==> src/rtl/pc_stage.sv <==
// -----------------------------------------------------------------------------
// pc_stage
//   Program-counter stage of the MIPS fetch path. Registers the next PC chosen
//   by the upstream 2:1 PC-select mux and presents it to instruction memory
//   with a valid/ready handshake. The stage holds the PC during decode stalls,
//   remembers redirects that arrive while a fetch is blocked, traps misaligned
//   targets and counts accepted fetches.
//
// Ports
//   clk          in   1      clock, rising edge
//   rst          in   1      asynchronous active-high reset
//   next_pc      in   32     next PC from the upstream mux
//   redirect     in   1      1 = next_pc is a branch/jump target (mux ctrl)
//   stall        in   1      hazard stall from decode; hold the PC
//   imem_ready   in   1      instruction memory accepts the current pc
//   pc           out  32     current fetch address
//   pc_plus4     out  32     pc + 4, fed back to mux in1
//   fetch_valid  out  1      pc is a valid fetch request
//   flush        out  1      one-cycle pulse after a redirect target is loaded
//   misalign_err out  1      sticky: last selected target was misaligned
//   fetch_count  out  CNT_W  number of accepted fetches, wraps
// -----------------------------------------------------------------------------
module pc_stage #(
  parameter logic [31:0] RESET_PC = 32'h0000_0000,
  parameter int          CNT_W    = 32
) (
  input  logic             clk,
  input  logic             rst,
  input  logic [31:0]      next_pc,
  input  logic             redirect,
  input  logic             stall,
  input  logic             imem_ready,
  output logic [31:0]      pc,
  output logic [31:0]      pc_plus4,
  output logic             fetch_valid,
  output logic             flush,
  output logic             misalign_err,
  output logic [CNT_W-1:0] fetch_count
);

  typedef enum logic [1:0] {
    BOOT = 2'd0,
    RUN  = 2'd1,
    WAIT = 2'd2,
    ERR  = 2'd3
  } state_t;

  state_t           state_q, state_d;
  logic [31:0]      pc_q, pc_d;
  logic [31:0]      redir_tgt_q, redir_tgt_d;
  logic             redir_pend_q, redir_pend_d;
  logic             flush_q, flush_d;
  logic             misalign_q, misalign_d;
  logic [CNT_W-1:0] count_q, count_d;

  logic             accept;
  logic             sel_is_redir;
  logic [31:0]      sel_tgt;

  // A request is outstanding in RUN and WAIT; BOOT and ERR never request.
  assign fetch_valid = (state_q == RUN) || (state_q == WAIT);
  assign accept      = fetch_valid & imem_ready & ~stall;

  // A redirect arriving on the accepting cycle is newer than any pending
  // target, so it wins; otherwise a pending target overrides the mux output.
  assign sel_is_redir = redirect | redir_pend_q;
  assign sel_tgt      = redirect     ? next_pc     :
                        redir_pend_q ? redir_tgt_q : next_pc;

  always_comb begin
    // NOTE: every signal written here gets a default first so no path leaves
    // it unassigned, which would otherwise infer a latch.
    state_d      = state_q;
    pc_d         = pc_q;
    redir_tgt_d  = redir_tgt_q;
    redir_pend_d = redir_pend_q;
    flush_d      = 1'b0;
    misalign_d   = misalign_q;
    count_d      = count_q;

    unique case (state_q)
      BOOT: begin
        state_d = RUN;
        if (redirect) begin
          redir_pend_d = 1'b1;
          redir_tgt_d  = next_pc;
        end
      end

      RUN, WAIT: begin
        if (accept) begin
          redir_pend_d = 1'b0;
          state_d      = RUN;
          if (sel_tgt[1:0] != 2'b00) begin
            // Misaligned target: keep the old pc and trap; not counted.
            state_d    = ERR;
            misalign_d = 1'b1;
          end else begin
            pc_d    = sel_tgt;
            count_d = count_q + CNT_W'(1);
            flush_d = sel_is_redir;
          end
        end else begin
          // Blocked cycle: remember the redirect, last one wins.
          if (redirect) begin
            redir_pend_d = 1'b1;
            redir_tgt_d  = next_pc;
          end
          if (state_q == RUN && !imem_ready && !stall) begin
            state_d = WAIT;
          end else if (state_q == WAIT && imem_ready) begin
            // Memory is ready but decode stalls: back to RUN, pc still held.
            state_d = RUN;
          end
        end
      end

      ERR: begin
        redir_pend_d = 1'b0;
        if (redirect && next_pc[1:0] == 2'b00) begin
          state_d    = RUN;
          pc_d       = next_pc;
          misalign_d = 1'b0;
          flush_d    = 1'b1;
        end
      end

      default: state_d = BOOT;
    endcase
  end

  // NOTE: state registers use non-blocking assignments so every flop samples
  // the pre-edge values regardless of process evaluation order.
  always_ff @(posedge clk or posedge rst) begin
    if (rst) begin
      state_q      <= BOOT;
      pc_q         <= RESET_PC;
      redir_tgt_q  <= '0;
      redir_pend_q <= 1'b0;
      flush_q      <= 1'b0;
      misalign_q   <= 1'b0;
      count_q      <= '0;
    end else begin
      state_q      <= state_d;
      pc_q         <= pc_d;
      redir_tgt_q  <= redir_tgt_d;
      redir_pend_q <= redir_pend_d;
      flush_q      <= flush_d;
      misalign_q   <= misalign_d;
      count_q      <= count_d;
    end
  end

  assign pc           = pc_q;
  assign pc_plus4     = pc_q + 32'd4;
  assign flush        = flush_q;
  assign misalign_err = misalign_q;
  assign fetch_count  = count_q;

endmodule

==> config.mk <==
export PLATFORM = sky130hd
export DESIGN_NAME = pc_stage
export DESIGN_NICKNAME = d
export VERILOG_FILES = /design/src/rtl/pc_stage.sv
export SDC_FILE = /design/constraint.sdc
export NUM_CORES = 1
export LEC_CHECK = 0
export CAP_MARGIN = 20
export CORE_MARGIN = 2
export CORE_UTILIZATION = 44
export CTS_CLUSTER_DIAMETER = 80
export DETAILED_ROUTE_END_ITERATION = 16
export PLACE_DENSITY = 0.76
export SETUP_SLACK_MARGIN = 0.5
export SKIP_CTS_REPAIR_TIMING = 1
export SLEW_MARGIN = 20
export SYNTH_ARGS = -nofsm -noshare
export SYNTH_HDL_FRONTEND = slang
export SYNTH_SLANG_ARGS = --single-unit
==> constraint.sdc <==
create_clock -name clk -period 3.6 [get_ports clk]
set_input_delay 1.08 -clock clk [delete_from_list [all_inputs] [get_ports clk]]
set_output_delay 1.08 -clock clk [all_outputs]
set_load 0.02 [all_outputs]
Word-level counts from Yosys, hierarchy flattened
Index checks and enable logic that the tools add are counted.
W data, S select, Z words.
- reductions and logical operators: 18
- shifts and indexed selects: 0
- eq/ne operators: 9
- divide/modulo/power cells: 0
- mux-type cells: 26
- magnitude comparators: 0
- bitwise operators: 5
- multiply operators: 0
- add/subtract/negate cells: 2
- operator list (kind ; number):
    $mux W32 ; 7
    $pmux W32 S2 ; 2
    $add A32 B1 Y32 const B ; 1
    $add A32 B3 Y32 const B ; 1
    $mux W2 ; 5
    $ne A2 B2 Y1 const B ; 5
    $mux W1 ; 8
    $reduce_and A4 Y1 ; 2
    $pmux W2 S3 ; 1
    $reduce_bool A2 Y1 ; 3
    $eq A2 B2 Y1 const B ; 2
    $logic_and A1 B1 Y1 ; 4
    $logic_not A2 Y1 ; 2
    $ne A4 B4 Y1 const B ; 1
    $pmux W1 S2 ; 2
    $reduce_and A2 Y1 ; 2
    $pmux W1 S3 ; 1
    $reduce_and A3 Y1 ; 1
    $and A1 B1 Y1 ; 2
    $eq A2 B1 Y1 const B ; 1
    $logic_not A1 Y1 ; 2
    $not A1 Y1 ; 2
    $reduce_or A2 Y1 ; 1
    $logic_or A1 B1 Y1 ; 1
    $or A1 B1 Y1 ; 1
- ROM bits: 0
- input port bits: 37
- bits in latches: 0
- register bits after elaboration: 101
- RAM bits: 0
- memories kept: 0

Longest topological paths before layout
Gate-level depths: netlist of the first run.
- word-level depth: 6
- gate-level depth with buffers: 7

Worst setup path after synthesis of the first run
No wires, ideal clock.
- path kind: register -> output
- from: register pc_q[3] (netlist: pc[3])
- to: output pc_plus4[18]
- path buffers: 0
- cell stages (with the launch flop): 7
- setup slack: 0.721 ns
- required time: 2.520 ns
- arrival time: 1.799 ns
- cell sequence: dfrtp_1 > ha_1 > nand3_1 > nor2_1 > and3_1 > nand4_1 > xnor2_1
- longest elaborated chain between the ends: 1
- RTL lines (what ; line ; RTL):
    start, declared ; 49 ; logic [31:0] pc_q, pc_d;
    start signal, assigned ; 145 ; pc_q <= pc_d;
    $add A32 B3 Y32 ; 155 ; assign pc_plus4 = pc_q + 32'd4;
    end, declared ; 34 ; output logic [31:0] pc_plus4,
No other way between the ends.

Worst setup path in the final report of the first run
- from: register pc_q[3] (netlist: pc[3])
- to: output pc_plus4[26]
The elaborated chain is that of the path after synthesis.

==> results.yml, run 1 <==
run_status:
  status: "completed"
timing:
  setup_viol: 0
  tightest_slew_ns: 0.520
  fin_tns_setup_ns: 0
  min_period_ns: 3.16
  slew_headroom_pct: 65.3
  drv_slew: 0
  setup_ws_ns: 0.444
  holdWs_ns: 0.475
  period_share_pct: 87.7
  rsz0062_at_grt: "yes"
  finClkSkew_ns: 0.0108
  hold_viol: 0
  fmax_mhz: 317
clock_network:
  path_clk_slew_ns: 0.06
  cts_max_path_buffers: 2
  clock_latency_ns: 0.34
  clockRootBuffer: "clkbuf_16"
  clock_sinks: 101
  h-tree-depth: 3
  numCtsBuffers: 9
  cts_tree: "yes"
cells_and_area:
  antenna_cells: 0
  mostFrequentLayoutCell: "clkdlybuf4s50_1"
  final_cell_mix: "111 x clkdlybuf4s50_1, 93 x dfrtp_1, 88 x mux2_2, 43 x xnor2_1, 25 x nand3_1"
  final_cell_area_um2: 7140
  drive_gt1_share_pct: 28.4
  syn2layout_area_growth_pct: 40.9
  nNetsFinal: 613
die:
  top_level_ports: 136
  initial_core_util_pct: 44.8
  die_w_um: 111
  dieArea_um2: 12400
  dieHeight_um: 111
  std_cell_rows: 39
  core_area_um2: 11300
global_routing:
  grt-ovfl-total: 0
  grt_pass1_wl_mm: 19.4
  first_global_vias: 3804
  grtUsageTotal_pct: 19.1
  grt_max_degree: 54
  antenna_found_initial: 0
drt:
  vias: 3735
  drc_errors: 0
  ant_nets: 0
  drt_iter0_drc: 143
  viasPerCell: 5.21
  finalWirelength_mm: 11.5
  drt_pass1_iterations: 4
  wl_per_cell_um: 16.1
critical_path:
  startpoint: "pc[3]"
  rr_worst_depth: 7
  r2r_start: "state_q[0]"
  path_max_fanout: 5
  cp.required_ns: 2.52
  r2r_slack_ns: 1.35
  crit_arrival_ns: 2.08
  critPathCaptureType: "output pin"
  crit_type: "register to output pin"
  rr_endpoint: "fetch_count[28]"
  start_kind: "register"
  critPathCapture: "pc_plus4[26]"
synthesis:
  synth-main-ff-cell: "dfrtp_1"
  async_reset_ff_share_pct: 100
  yosysWarnings: 0
  synth_nets: 460
  synth.cell_area_um2: 5070
  ys_ff_latch: 101
  yosys.cell_types.count: 39
  syn_area_per_cell_um2: 12.2
  synth_edf_count: 0
  syn_inst: 416
  synth_seq_area_share_pct: 49.9
power_and_ir_drop:
  p_per_area_nw_per_um2: 794
  total_leakage_power_nw: 3.10
  vdd_ir_drop_max_mv: 0.426
placement:
  io_buffers: 135
  dp_hpwl_mm: 8.35
  place_ws_ns: 0.208
  placed_area_um2: 6660
  place_congestion: 0.837
run:
  maxCapViolations: 0
hold_path:
  min_path_type: "register to register"
-- how the worst min path moves through the flow --
stage,depth (start not counted),to,start
final,1,fetch_count[31],fetch_count[31]
after global routing,1,fetch_count[31],fetch_count[31]
after CTS,1,fetch_count[31],fetch_count[31]
after detailed placement,1,fetch_count[31],fetch_count[31]
after global placement,1,fetch_count[31],fetch_count[31]
after floorplan,1,redir_tgt_q[10],redir_tgt_q[10]
-- area by class of cell --
class,count,area (µm²)
repair buffers,153,1520
clock buffers,11,243
multi-input cells,297,2520
flip-flops and latches,101,2540
fillers,895,4180
inverters,7,30.0
well taps,143,179
clock inverters,5,106
-- where the power goes --
part | switching (mW) | total, mW | internal, mW
registers | 0.369 | 1.91 | 1.54
clock network | 0.409 | 1.11 | 0.701
logic | 1.23 | 2.64 | 1.42
-- cell families after synthesis --
kind of cell	after synthesis	synth area share, %
AO/OA/AOI/OAI	12	1.36
adder cells (fa/ha/maj)	7	1.73
XOR/XNOR	59	10.2
flip-flops	101	49.9
multiplexers	97	21.6
buffers and inverters	18	1.78
AND/OR/NAND/NOR	122	13.4
-- cells in the mapped netlist (2+ instances only) --
cell type	count	share of area, %
nor3_1	5	0.49
nand2_1	22	1.6
ha_1	7	1.7
buf_2	3	0.30
buf_1	2	0.15
nor2_1	19	1.4
and2_1	3	0.37
nor2b_1	4	0.49
buf_4	5	0.74
a21oi_1	4	0.40
nand3_1	27	2.7
xnor2_1	43	7.4
nand4_1	16	2.0
nand3b_1	2	0.30
xor2_1	16	2.8
o21ai_0	5	0.49
mux2i_1	7	1.4
and4_1	3	0.52
inv_1	7	0.52
and3_1	10	1.2
mux2_2	88	20
dfrtp_1	101	50
-- sequential cells by signal, summed over array words and instances, names as in the netlist --
register / count
fetch_count: 32
pc: 32
redir_tgt_q: 32
state_q: 2
flush: 1
misalign_err: 1
redir_pend_q: 1
-- through the flow --
step / cells / util (%) / power, mW
6_report: 717 / 63.0 / 5.66
5_1_grt: 717 / 63.0 / 5.97
4_1_cts: 708 / 61.9 / 5.65
3_5_place_dp: 692 / 58.8 / 4.53
3_3_place_gp: 692 / 58.8 / 4.46
2_1_floorplan: 416 / - / 3.39
-- worst max-delay path, stage by stage, from the launching register on --
cell	delay (ns)
dfrtp_1	0.39
buf_4	0.14
ha_4	0.13
nand3_2	0.12
nor2_4	0.21
and3_4	0.23
nand4_1	0.13
xnor2_1	0.15
dlymetal6s2s_1	0.24
-- metal layers --
layer | share of wire [%] | up-vias | track usage (%) | wire length, µm
met5 | 0 | - | 0 | 0
met4 | 1.1 | 0 | 5.93 | 125
met3 | 5.9 | 10 | 4.32 | 680
met2 | 48 | 112 | 30.9 | 5490
met1 | 45 | 1847 | 25.7 | 5210
li1 | - | 1766 | - | -
Note: power is estimated with default switching activity, not from simulation.
==> run 2, diff against run 1 <==
CORE_UTILIZATION = 50   (was 44)
DONT_BUFFER_PORTS = 1   (was unset)
PLACE_DENSITY = 0.67   (was 0.76)
SLEW_MARGIN = unset   (was 20)
==> run 2 against run 1 <==
Effect of this change:
- critical path depth down 3
- register-to-register slack lost 0.27 ns
- clock power decreased by 39%
- sequential power up 15%
- global-route usage up 0.098 points
- hold slack gained 0.033 ns
- power fell by 19%
- utilization is 4.0 points lower
- combinational power fell by 34%
- wire length fell by 8.0%
- sequential share of layout area increased by 8.4 points
- critical path type unchanged
- highest routed layer unchanged
==> results.yml, run 2 (same netlist as run 1, synthesis figures left out) <==
run_status:
  status: "completed"
timing:
  period_share_pct: 88.6
  drv_slew: 0
  setup_ws_ns: 0.411
  min_period_ns: 3.19
  hold_viol: 0
  holdWs_ns: 0.508
  fin_tns_setup_ns: 0
  fmax_mhz: 314
  tightest_slew_ns: 0.516
  slew_headroom_pct: 65.3
  finClkSkew_ns: 0.0141
  setup_viol: 0
  rsz0062_at_grt: "yes"
die:
  core_area_um2: 9820
  dieArea_um2: 11000
  initial_core_util_pct: 51.6
  std_cell_rows: 36
  top_level_ports: 136
  die_w_um: 105
  dieHeight_um: 105
global_routing:
  first_global_vias: 3305
  antenna_found_initial: 0
  grt_max_degree: 62
  grt-ovfl-total: 0
  grtUsageTotal_pct: 19.2
  grt_pass1_wl_mm: 17.0
critical_path:
  crit_arrival_ns: 2.11
  crit_type: "register to output pin"
  critPathCaptureType: "output pin"
  slowest_stage: "dfrtp_2"
  cp_slowest_stage_delay_ns: 0.51
  start_kind: "register"
  path_common_cell: "nand4_1"
  crit_chain: "nand4_1, nor2_4, and3_4, nand4_1, xnor2_2"
  cp.required_ns: 2.52
  path_max_fanout: 7
power_and_ir_drop:
  clkPwrFrac_pct: 14.6
  seqPwrFrac_pct: 47.8
  power_frac_comb_pct: 37.6
  total_power_mw: 4.61
  p_int_mw: 2.69
  switching_share_pct: 41.6
  vdd_ir_drop_max_mv: 0.453
  p_per_area_nw_per_um2: 795
  p_sw_mw: 1.92
  total_leakage_power_nw: 2.47
placement:
  place_congestion: 0.785
  io_buffers: 0
  placed_area_um2: 5300
  place_inst: 549
  dp_hpwl_mm: 7.62
  place_ws_ns: 0.300
drt:
  finalWirelength_mm: 10.6
  topRoutingLayerUsed: "met4"
  wl_per_cell_um: 18.5
  vias: 3270
  m1WireLength_mm: 4.55
  wl_met2_mm: 5.09
  drt_iter0_drc: 144
  viasPerCell: 5.71
  met3RoutedLength_um: 786
  drc_errors: 0
  drt_pass1_iterations: 6
  ant_nets: 0
hold_path:
  min_path_type: "register to register"
clock_network:
  cts_max_path_buffers: 2
  clock_sinks: 101
  h-tree-depth: 3
  cts_tree: "yes"
  path_clk_slew_ns: 0.10
  clockRootBuffer: "clkbuf_8"
  numCtsBuffers: 9
  clock_latency_ns: 0.35
cells_and_area:
  final_cell_area_um2: 5800
  mostFrequentLayoutCell: "mux2_2"
  finalNonFillerCells: 573
  drive_gt1_share_pct: 41.6
  syn2layout_area_growth_pct: 14.4
  fin_util_pct: 59.0
  antenna_cells: 0
  final_cell_mix: "88 x mux2_2, 83 x dfrtp_1, 28 x xnor2_1, 24 x nand3_1, 21 x nand2_1"
  nNetsFinal: 479
run:
  maxCapViolations: 0
-- run 2: layout make-up --
class / count / area (µm²)
sequential: 101 / 2550
inverter: 7 / 30.0
fill: 821 / 4020
tap: 133 / 166
clock inverter: 4 / 32.5
multi-input combinational: 297 / 2700
timing repair buffer: 19 / 168
clock buffer: 12 / 155
-- run 2: power groups by stage --
stage	clock network (mW)	logic, mW	registers [mW]
global route	0.753	1.86	2.27
global placement	0	1.58	2.12
finish	0.673	1.73	2.20
floorplan	0	1.32	2.07
detailed placement	0	1.62	2.14
CTS	0.699	1.62	2.12
-- run 2: worst paths after layout --
check | from | endpoint | slack, ns | cells after the start
min in group asynchronous | rst | redir_tgt_q[2] | 0.68 | 2
max | pc[10] | pc_plus4[18] | 0.41 | 5
max reg2reg | state_q[0] | pc[23] | 1.08 | 7
min reg2reg | redir_tgt_q[14] | redir_tgt_q[14] | 0.51 | 1
min | redir_tgt_q[14] | redir_tgt_q[14] | 0.51 | 1
max in group asynchronous | rst | pc[24] | 2.45 | 2
-- run 2: critical path, delay by kind of cell (launching register included) --
family / cells / cell delay [ns]
xor+xnor: 1 / 0.37
flops: 1 / 0.51
simple gates: 4 / 0.87
-- run 2: routing by layer --
layer | global-route usage, % | vias to the layer above
li1 | - | 1498
met1 | 25.1 | 1661
met2 | 30.6 | 98
met3 | 5.80 | 13
met4 | 6.29 | 0
met5 | 0 | -
==> run 3, diff against run 2 <==
CORE_UTILIZATION = 44   (was 50)
DONT_BUFFER_PORTS = unset   (was 1)
PLACE_DENSITY = 0.76   (was 0.67)
==> results of run 3 <==
No change in the layout: final DEF, timing and power equal those of run 1.
